File: src/rtl/seg7_scan_driver.sv
// rtl/seg7_scan_driver.sv - four-digit multiplexed seven-segment scanner with frame-aligned display updates
module seg7_scan_driver #(
    parameter int SCAN_DIV = 100000
) (
    input  logic        clk,
    input  logic        reset,
    input  logic        wr_en,
    input  logic [15:0] wr_data,
    input  logic        blank_lz,
    input  logic [3:0]  dp_mask,
    output logic [3:0]  an,
    output logic [7:0]  seg,
    output logic [11:0] leds,
    output logic        frame_done,
    output logic        pending
);

    localparam int              DIV_W    = (SCAN_DIV > 1) ? $clog2(SCAN_DIV) : 1;
    localparam logic [DIV_W-1:0] DIV_LAST = DIV_W'(SCAN_DIV - 1);

    logic [DIV_W-1:0] div;
    logic [1:0]       idx;
    logic [15:0]      disp;
    logic [15:0]      pend;
    logic             pend_v;
    logic             tick;
    logic             fb;
    logic [3:0]       nib;
    logic [3:0]       nz;
    logic             blank;
    logic [6:0]       glyph;
    logic [3:0]       an_next;
    logic [7:0]       seg_next;

    assign tick    = (div == DIV_LAST);
    assign fb      = tick && (idx == 2'd3);
    assign pending = pend_v;
    assign leds    = {an, seg};

    // Divider: sets how many clk cycles each digit is held
    always_ff @(posedge clk or posedge reset) begin
        if (reset) begin
            div <= '0;
        end else if (tick) begin
            div <= '0;
        end else begin
            div <= div + 1'b1;
        end
    end

    // Digit index advances on every divider tick and wraps after digit 3
    always_ff @(posedge clk or posedge reset) begin
        if (reset) begin
            idx <= 2'd0;
        end else if (tick) begin
            idx <= idx + 2'd1;
        end
    end

    // Writes park in pend; disp only changes at a frame boundary so a frame never mixes values.
    // A write landing on the boundary itself waits for the following boundary.
    always_ff @(posedge clk or posedge reset) begin
        if (reset) begin
            disp   <= 16'h0000;
            pend   <= 16'h0000;
            pend_v <= 1'b0;
        end else begin
            if (fb && pend_v) begin
                disp <= pend;
            end
            if (wr_en) begin
                pend   <= wr_data;
                pend_v <= 1'b1;
            end else if (fb) begin
                pend_v <= 1'b0;
            end
        end
    end

    // Select the current digit and decide whether it is a blanked leading zero
    always_comb begin
        nz[0] = |disp[3:0];
        nz[1] = |disp[7:4];
        nz[2] = |disp[11:8];
        nz[3] = |disp[15:12];
        nib   = 4'h0;
        blank = 1'b0;
        case (idx)
            2'd0: begin nib = disp[3:0];   blank = 1'b0; end
            2'd1: begin nib = disp[7:4];   blank = blank_lz && !(nz[1] || nz[2] || nz[3]); end
            2'd2: begin nib = disp[11:8];  blank = blank_lz && !(nz[2] || nz[3]); end
            default: begin nib = disp[15:12]; blank = blank_lz && !nz[3]; end
        endcase
    end

    // Active-low hex glyphs, segment order {g,f,e,d,c,b,a}
    always_comb begin
        glyph = 7'h7F;
        case (nib)
            4'h0: glyph = 7'h40;
            4'h1: glyph = 7'h79;
            4'h2: glyph = 7'h24;
            4'h3: glyph = 7'h30;
            4'h4: glyph = 7'h19;
            4'h5: glyph = 7'h12;
            4'h6: glyph = 7'h02;
            4'h7: glyph = 7'h78;
            4'h8: glyph = 7'h00;
            4'h9: glyph = 7'h10;
            4'hA: glyph = 7'h08;
            4'hB: glyph = 7'h03;
            4'hC: glyph = 7'h46;
            4'hD: glyph = 7'h21;
            4'hE: glyph = 7'h06;
            default: glyph = 7'h0E;
        endcase
    end

    // Next anode/segment pattern; a blanked digit drives nothing, including its decimal point
    always_comb begin
        an_next  = 4'hF;
        seg_next = 8'hFF;
        if (!blank) begin
            an_next  = ~(4'b0001 << idx);
            seg_next = {~dp_mask[idx], glyph};
        end
    end

    // Registered outputs so the board pins are glitch-free; frame_done marks the boundary cycle
    always_ff @(posedge clk or posedge reset) begin
        if (reset) begin
            an         <= 4'hF;
            seg        <= 8'hFF;
            frame_done <= 1'b0;
        end else begin
            an         <= an_next;
            seg        <= seg_next;
            frame_done <= fb;
        end
    end

endmodule

File: config.mk
export PLATFORM = sky130hd
export DESIGN_NAME = seg7_scan_driver
export DESIGN_NICKNAME = d
export VERILOG_FILES = /design/src/rtl/seg7_scan_driver.sv
export SDC_FILE = /design/constraint.sdc
export NUM_CORES = 1
export LEC_CHECK = 0
export ABC_AREA = 1
export BUFFER_PORTS_ARGS = -buffer_cell sky130_fd_sc_hd__clkbuf_2
export CAP_MARGIN = 20
export CORE_AREA = 8 8 103 105
export DETAILED_ROUTE_END_ITERATION = 10
export DIE_AREA = 0 0 111 113
export PLACE_DENSITY_LB_ADDON = 0.15
export SETUP_SLACK_MARGIN = 0.4
export SYNTH_ARGS = -nofsm -noshare
export SYNTH_HDL_FRONTEND = slang
export SYNTH_SLANG_ARGS = --single-unit
export TNS_END_PERCENT = 20
File: constraint.sdc
create_clock -name clk -period 6.8 [get_ports clk]
set_clock_uncertainty 0.15 [all_clocks]
set_input_delay 0 -clock clk [delete_from_list [all_inputs] [get_ports clk]]
set_output_delay 0 -clock clk [all_outputs]
set_load 0.02 [all_outputs]
Yosys cells after proc, flatten, opt, wreduce, memory -nomap -nowiden --
Memory sizes are Yosys's and may differ from the RTL's. Cells that the tools add are included.
Operators by class: multiplexer cells 9, magnitude comparators 1, shift-type cells 1, equality and inequality tests 4, bitwise logic cells 2, add/sub/neg operators 2, reduce and logical (&&, ||, !) cells 16
Operator list (number):
- adder 17 x 1 -> 17 bit, second input constant | 1
- equality test 17 bit, second input constant | 1
- two-way mux 17 bit | 1
- one-hot mux 4 bit (3 select lines) | 1
- OR reduction 4 bit | 3
- two-way mux 8 bit | 1
- logical AND 1 bit | 5
- equality test 2 bit, second input constant | 2
- two-way mux 4 bit | 1
- NOT 4 bit | 1
- << shifter 1 x 2 -> 4 bit, first input constant | 1
- logical NOT 1 bit | 3
- logical OR 1 bit | 3
- < comparator 2 x 3 -> 1 bit, second input constant | 1
- two-way mux 1 bit | 3
- one-hot mux 1 bit (3 select lines) | 1
- adder 2 x 1 -> 2 bit, second input constant | 1
- binary-select mux 1 bit (select 2 bit) | 1
- equality test 2 x 1 -> 1 bit, second input constant | 1
- logical NOT 2 bit | 1
- nonzero test 2 bit | 1
- NOT 1 bit | 1
Storage, ports and cells: memories 1, bits of input ports 24, register bits after elaboration 65, bits in read-only memories 112
Memories:
- (no name shown) | depth 16, width 7, read ports 1, clocked after Yosys merged registers in 0, wr ports 0, line 99 | case (nib)

Depth between registers and ports, before layout --
Gate-level depths: netlist of the first run.
depth after elaboration 7, gate-level depth with buffers 13

Worst setup path after synthesis of the first run --
Ideal clock, no wire load.
path kind reg-to-reg, from reg idx[0], to reg seg[3], setup slack 4614 ps, stages on the path, launching flop included 12, data arrival time 1949 ps, clock period less this slack 2186 ps, data required time 6563 ps, library setup time 87 ps, buffers on the path 0, path through dfrtp_1 inv_1 ha_1 nand2_1 nand2_1 o21ai_0 inv_1 ha_1 nand3_1 nand3_1 nand2_1 nand2_1
On the way: cells in the longest elaborated chain, start to end 4, elaborated cells on any way between the ends 7, those cells by class 2 x eq/ne; 3 x mux; 1 x reduce/logical; 1 x memory
RTL lines:
- start, declared | line 22 | logic [1:0] idx;
- start signal, assigned | line 56 | idx <= idx + 2'd1;
- equality test 2 bit, or another cell as far along | line 88 | case (idx)
- one-hot mux 4 bit (3 select lines) | line 88
- memory (16 x 7 bit)
- two-way mux 8 bit * | line 123 | if (!blank) begin
- named net seg_next[3] | line 33 | logic [7:0] seg_next;
- end signal, assigned | line 137 | seg <= seg_next;
- end, declared | line 12 | output logic [7:0] seg,
Mark *: on every way through the listed nets, which the timed path passes. The rest lies on a longest branch. A chain may end at the register's enable or synchronous reset.

Worst setup path in the final report of the first run --
Same ends and word-level chain as after synthesis.

==> impl_results.md, run 1 <==
* Outcome: finished, final reports clean
* Synth area leaders: dfrtp_1 38%, nand2_1 13%, dfstp_2 9.1%
* Layout cells sized above 1 at a little under a fifth
* PortBufs at 49
* Critical path type: reg -> reg
* Tcrit/Tclk final at 37.0%
* DR DRC count at 0
* Number of global-route vias before repair at 2800
* CTS sink cnt at 65
* ANT nets after route at 0
* Die height at ~110 µm
* Commonest non-fill, non-tap cell in the layout: nand2_1
* WHS at just over 0.06 ns
* Syn Std Cell Area at between 3000 and 4000 µm²
* HP Class: in -> reg
* Power per cell area at 195 nW/µm²
* Clock buffer depth at 2
* Register area share after synthesis at 47.2%
* Post-CTS Resized at 0
* P_leak at between 2 and 2.5 nW
* DP HPWL at between 5 and 6 mm
* Fraction of registers with async set/reset at 100%
* CTS tree: done
* Initial antenna violation count at 0
* Average wire per cell in the routed design at roughly 12 µm
* Startpoint Class: register
* Fin. Hold Viols at 0
* Yosys top cell area share at 38.1%
* Max-Cap Viols at 0
* Largest net degree at the start of global routing at 66
* Fmax at between 300 and 400 MHz
* Final design utilization at about 46%
* Number of flops mapped to enable cells by yosys at 0
* Gr usage total at between 10 and 15%
* DRT Pass-1 Iters at 5
* Commonest cells after routing, fill and taps aside: 123 x nand2_1, 80 x inv_1, 53 x dfrtp_1
* Critical-path cell list: inv_1, ha_1, nand2_1, nand2_1, o21ai_0, inv_1, ha_1, nand3_1, nand3_1, nand2_1, nand2_1
* Clock root cell: clkbuf_8
* Setup TNS at 0 ns
* IO Pins at 50
* Cell Rows at 35
* Largest area contributor in the netlist: dfrtp_1
* Post-Syn Nets at 480
* Crit path max-delay family: adder cells
* Synth unique cells at 26
* Grt total ovfl at 0
* Crit path max-delay cell type: o21ai_0
* Worst EP required at about 6.9 ns
* Worst stage delay on the critical path at between 0.5 and 0.6 ns
* Min cycle time layout at approximately 2.5 ns
* Slew HR at a little under half
* Fin cells at between 600 and 700
* Clock Pin Slew Worst Setup and Hold Paths at 0.07 ns
* Num CTS Buffers at 9
* Synthesized instance count at about 450
* # setup viols final at 0
* Pins over their slew limit at 0
* Placed Cells at just under 600
* WP data arrival at 2.62 ns
* Synthesized area per cell at 7.82 µm²
* Vias at around 2700
* Core Region at about 9000 µm²
* Unrepaired setup endpoints after global routing: false
* Least-Margin Pin Slew at 0.818 ns
* Main flop type after synthesis: dfrtp_1
* Routability cong. at between 0.8 and 0.9
* Worst-path maximum fanout at 7
* Die X at between 100 and 150 µm
* VDD IR-drop max at 0.000107 V
* Clock Latency Late Sink at 0.33 ns
* # H-tree levels at 3
* Vias/cell at between 4 and 5
* Final wirelength at ~7.3 mm
* # diodes at 0
* YS warnings at 0
* Register bit total from synthesis at 65
* WP buf/inv at 2
* First DRT Iteration DRCs at between 150 and 200
* First-pass GRT wire length at 12.9 mm
* Die area at roughly 13000 µm²
* Worst setup EP type: register
* Total power at ~0.80 mW
* P&R area growth vs syn at 18.6%
* CP dominant cell by count: nand2_1
* Initial Util at 38.8%
* Net count, final at between 500 and 600
cells in the mapped netlist, types with 2 or more instances:
cell,n
nor2_1,29
nor2_4,4
o21ai_0,24
nor3_1,3
ha_1,11
clkbuf_1,6
o22ai_1,2
nand4_1,20
nand2_2,5
dfstp_2,12
xor2_1,5
o21bai_1,3
inv_1,81
nand3_1,29
dfrtp_1,53
buf_4,12
buf_2,2
buf_6,3
inv_2,5
nand2_1,123
a21oi_1,8
path summary, 6_finish.rpt:
kind | startpoint | to | slack [ns] | cells after the start
max in group asynchronous | reset | disp[0]$_DFFE_PP0P_ | 5.66 | 4
min reg2reg | div[0]$_DFF_PP0_ | div[0]$_DFF_PP0_ | 0.33 | 1
min | wr_en | pend[5]$_DFFE_PP0P_ | 0.06 | 3
min in group asynchronous | reset | div[1]$_DFF_PP0_ | 0.28 | 4
max | idx[0]$_DFFE_PP0N_ | seg[3]$_DFF_PP1_ | 4.29 | 11
max reg2reg | idx[0]$_DFFE_PP0N_ | seg[3]$_DFF_PP1_ | 4.29 | 11
worst reg2reg max path: stages, from the launching register on:
cell and delay (ns):
dfrtp_1 0.48, inv_1 0.13, ha_1 0.30, nand2_1 0.10
nand2_1 0.05, o21ai_0 0.51, inv_1 0.14, ha_1 0.24
nand3_1 0.12, nand3_1 0.09, nand2_1 0.08, nand2_1 0.05
kinds of logic after synthesis:
| logic type | share of synthesized area [%] |
|---|---|
| AOI/OAI and AO/OA | 5.61 |
| xor gates and xnor gates | 1.26 |
| adders and majority gates | 3.96 |
| buffers and inverters | 13.9 |
| DFF | 47.2 |
| and+or+nand+nor | 28.1 |
registers in the layout, summed over array words and instances, names as in the netlist:
name        flops
seg             8
an              4
pending         1
pend           16
idx             2
frame_done      1
disp           16
div            17
timing repair:
item / 4_1_cts / 5_1_grt
buffers inserted: 0 / 0
hold buffers: 19 / 0
endpoints found under the hold margin: 70 / 0
stage by stage:
stage                     setup slack, ns  area, µm²
after global routing                 3.97       4130
final                                4.29       4130
after global placement               4.41       3710
after detailed placement             4.27       3710
after CTS                            4.26       4130
after floorplan                      4.61       3480
per-layer routing:
layer	track usage, %	part of all wire [%]	vias up
met5	0	0	-
met4	5.95	1.6	0
met3	3.49	5.7	8
met2	17.6	40	62
met1	16.6	53	1201
li1	-	-	1468
area by class of cell:
cell class                      instances  area [µm²]
Clock buffer                           14         163
Clock inverter                          2        60.1
Fill cell                             891        4850
Inverter                               87         328
Multi-Input combinational cell        270        1350
Sequential cell                        65        1640
Tap cell                              111         139
Timing Repair Buffer                   69         443
power breakdown:
part           internal (mW)  total [mW]  switching (mW)
registers              0.396       0.398         0.00199
logic                 0.0167      0.0382          0.0216
clock network          0.227       0.368           0.141
total                  0.640       0.804           0.164
Power figures use the tool's default switching activity.
==> run 2: changes to the inputs <==
--- a/config.mk
+++ b/config.mk
@@ -5,12 +5,12 @@
 export SDC_FILE = /design/constraint.sdc
 export NUM_CORES = 1
 export LEC_CHECK = 0
-export ABC_AREA = 1
+export ABC_AREA = 0
 export BUFFER_PORTS_ARGS = -buffer_cell sky130_fd_sc_hd__clkbuf_2
 export CAP_MARGIN = 20
-export CORE_AREA = 8 8 103 105
+export CORE_AREA = 8 8 98 100
 export DETAILED_ROUTE_END_ITERATION = 10
-export DIE_AREA = 0 0 111 113
+export DIE_AREA = 0 0 106 108
 export PLACE_DENSITY_LB_ADDON = 0.15
 export SETUP_SLACK_MARGIN = 0.4
 export SYNTH_ARGS = -nofsm -noshare
==> constraint.sdc (replaced) <==
create_clock -name clk -period 2.5 [get_ports clk]
set_clock_uncertainty 0.15 [all_clocks]
set_input_delay 0 -clock clk [delete_from_list [all_inputs] [get_ports clk]]
set_output_delay 0 -clock clk [all_outputs]
set_load 0.02 [all_outputs]
==> run 2 against run 1 <==
Against the previous run:
- cell count decreased by 30%
- die area is 8.7% lower
- total power rose to 2.5 times the previous value
- worst hold slack lost 0.030 ns
- global-route usage about the same
- clock power is 130% higher
==> impl_results.md, run 2 <==
* PortBufs at 49
* Tcrit/Tclk final at around nine tenths
* Largest regs: div: 17 flops, disp: 16 flops, pend: 16 flops
* Most flop-heavy register: div
* Synth area leaders: dfrtp_1 42%, dfstp_2 10%, mux2_2 8.2%
* Crit path max-delay family: adder cells
* Number of global-route vias before repair at between 2000 and 2500
* VDD IR-drop max at approximately 0.00035 V
* Fmax at about 450 MHz
* WP data arrival at about 2.3 ns
* Sw Ratio at 21.5%
* Core Region at slightly above 8000 µm²
* # setup viols final at 0
* Clock root cell: clkbuf_8
* First-pass GRT wire length at roughly 11 mm
* Post-Syn Nets at ~290
* Synthesized instance count at 250
* Yosys top cell area share at a little over two fifths
* IO Pins at 50
* Commonest non-fill, non-tap cell in the layout: dfrtp_1
* Internal power at around 1.6 mW
* HP Class: in -> reg
* Worst setup margin at about 0.29 ns
* Final design utilization at 49.7%
* Worst-path maximum fanout at 9
* Number of flops mapped to enable cells by yosys at 0
* Outcome: finished, final reports clean
* Average wire per cell in the routed design at between 10 and 15 µm
* Post-synth top cells: 53 x dfrtp_1, 23 x mux2_2, 13 x buf_4, 13 x inv_1
* Sequential cell area at 1640 µm²
* Register area share after synthesis at around half
* Power per cell area at 506 nW/µm²
* Power share of the combinational group at 5.1%
* DR DRC count at 0
* Routability cong. at between 0.8 and 0.9
* Largest net degree at the start of global routing at 35
* Net count, final at 360
* YS warnings at 0
* DP Area at around 3500 µm²
* Main flop type after synthesis: dfrtp_1
* Multi-input gate area at roughly 1400 µm²
* CTS sink cnt at 65
* Design area at roughly 4000 µm²
* CTS tree: done
* Worst EP required at ~2.6 ns
* Setup TNS at 0 ns
* Largest register FFs at 17
* Sw Pwr at ~0.44 mW
* Largest area contributor in the netlist: dfrtp_1
* Crit path max-delay cell type: dfrtp_2
* Worst R2R Setup Slack at about 0.29 ns
* Pins over their slew limit at 0
* Max-Cap Viols at 0
* Cell Rows at 33
* First DRT Iteration DRCs at ~140
* Die area at between 10000 and 15000 µm²
* Grt total ovfl at 0
* WP buf/inv at 2
* ANT nets after route at 0
* P_leak at about 1.8 nW
* Clock Latency Late Sink at roughly 0.34 ns
* Final wirelength at ~6.5 mm
* DRT Pass-1 Iters at 4
* Pre-CTS setup slack at ~0.085 ns
* Syn Std Cell Area at 3160 µm²
* Critical-path cell list: buf_4, ha_4, inv_4, mux2_4, ha_1, a211oi_2, a211oi_1, o21ai_1
* Initial Util at approximately two fifths
* Initial antenna violation count at 0
* # H-tree levels at 3
* Critical path type: reg -> reg
* Slew HR at 53.8%
* Worst setup EP type: register
* Clock Pin Slew Worst Setup and Hold Paths at 0.06 ns
* Top-count cell post-synth: dfrtp_1
* Commonest cells after routing, fill and taps aside: 51 x dfrtp_1, 49 x clkbuf_2, 22 x mux2_2
* Vias/cell at between 4 and 5
* Fill cell count at roughly 740
* Fin. Hold Viols at 0
* Num CTS Buffers at 9
* Synth unique cells at 46
* Unrepaired setup endpoints after global routing: true
* Clk pwr share at 40.9%
* Register bit total from synthesis at 65
* P&R area growth vs syn at 26.8%
* Reg power frac at 54.0%
* Clock buffer depth at 2
* Gr usage total at approximately an eighth
* Die X at roughly 110 µm
* Worst stage delay on the critical path at between 0.4 and 0.5 ns
* Min cycle time layout at approximately 2.2 ns
* Die height at ~110 µm
* Fraction of registers with async set/reset at between 90% and 100%
* DP HPWL at between 4 and 5 mm
* Startpoint Class: register
* Least-Margin Pin Slew at 0.693 ns
* # diodes at 0
* Layout cells sized above 1 at between 40% and 50%
* Synthesized area per cell at 12.6 µm²
* Vias at about 2200
==> run 2: timing repair <==
item | CTS | global route
pin swaps | 5 | 4
gates cloned | 0 | 0
hold buffers | 19 | 0
setup endpoints to repair | 7 | 14
resized for setup | 18 | 5
hold endpoints to repair | 38 | 0
buffers inserted | 7 | 3
==> run 2: per-stage QoR <==
step	cells	hold slack, ns	power, mW
after global routing	434	0.0582	2.13
after floorplan	250	0.00170	1.16
after detailed placement	390	-0.00263	1.20
after global placement	390	-0.00927	1.20
after CTS	431	0.0219	2.07
final	434	0.0324	2.03
==> run 2: logic make-up after synthesis <==
family | Yosys count | synth area share, %
AOI/OAI and AO/OA | 33 | 7.80
and+or+nand+nor | 56 | 11.3
DFF | 65 | 52.0
buffers and inverters | 33 | 5.78
adders and majority gates | 11 | 4.36
xor gates and xnor gates | 14 | 3.88
muxes | 38 | 14.9
==> run 2: layout make-up <==
class | count | area share (%)
sequential | 65 | 41.0
clock buffer | 11 | 3.28
multi-input combinational | 152 | 35.5
timing repair buffer | 83 | 14.3
inverter | 14 | 1.50
clock inverter | 4 | 1.12
tap | 105 | 3.28
==> run 2: worst reg2reg max path, stage by stage, from the launching register on <==
cell      delay (ns)
dfrtp_2         0.46
buf_4           0.16
ha_4            0.18
inv_4           0.11
mux2_4          0.34
ha_1            0.36
a211oi_2        0.17
a211oi_1        0.07
o21ai_1         0.15
==> run 2: per-layer routing <==
metal,wire length (µm),up-vias,part of all wire (%),track usage [%]
met2,2890,61,45,18.3
met1,3050,1054,47,15.7
met5,0,-,0,0
li1,-,1045,-,-
met4,115,0,1.8,6.53
met3,405,8,6.3,3.87
==> run 2: path summary, 6_finish.rpt <==
path,from,endpoint,cells after the start
max,idx[0]$_DFFE_PP0N_,seg[3]$_DFF_PP1_,8
min,blank_lz,seg[0]$_DFF_PP1_,4
max reg2reg,idx[0]$_DFFE_PP0N_,seg[3]$_DFF_PP1_,8
min reg2reg,div[0]$_DFF_PP0_,div[0]$_DFF_PP0_,1
max in group asynchronous,reset,seg[1]$_DFF_PP1_,4
min in group asynchronous,reset,div[14]$_DFF_PP0_,3
==> run 2: power by group through the flow <==
stage | combinational [mW] | clock [mW] | sequential [mW]
floorplan | 0.0512 | 0 | 1.11
finish | 0.103 | 0.829 | 1.09
CTS | 0.107 | 0.865 | 1.10
detailed placement | 0.0837 | 0 | 1.11
global route | 0.117 | 0.914 | 1.10
global placement | 0.0825 | 0 | 1.11
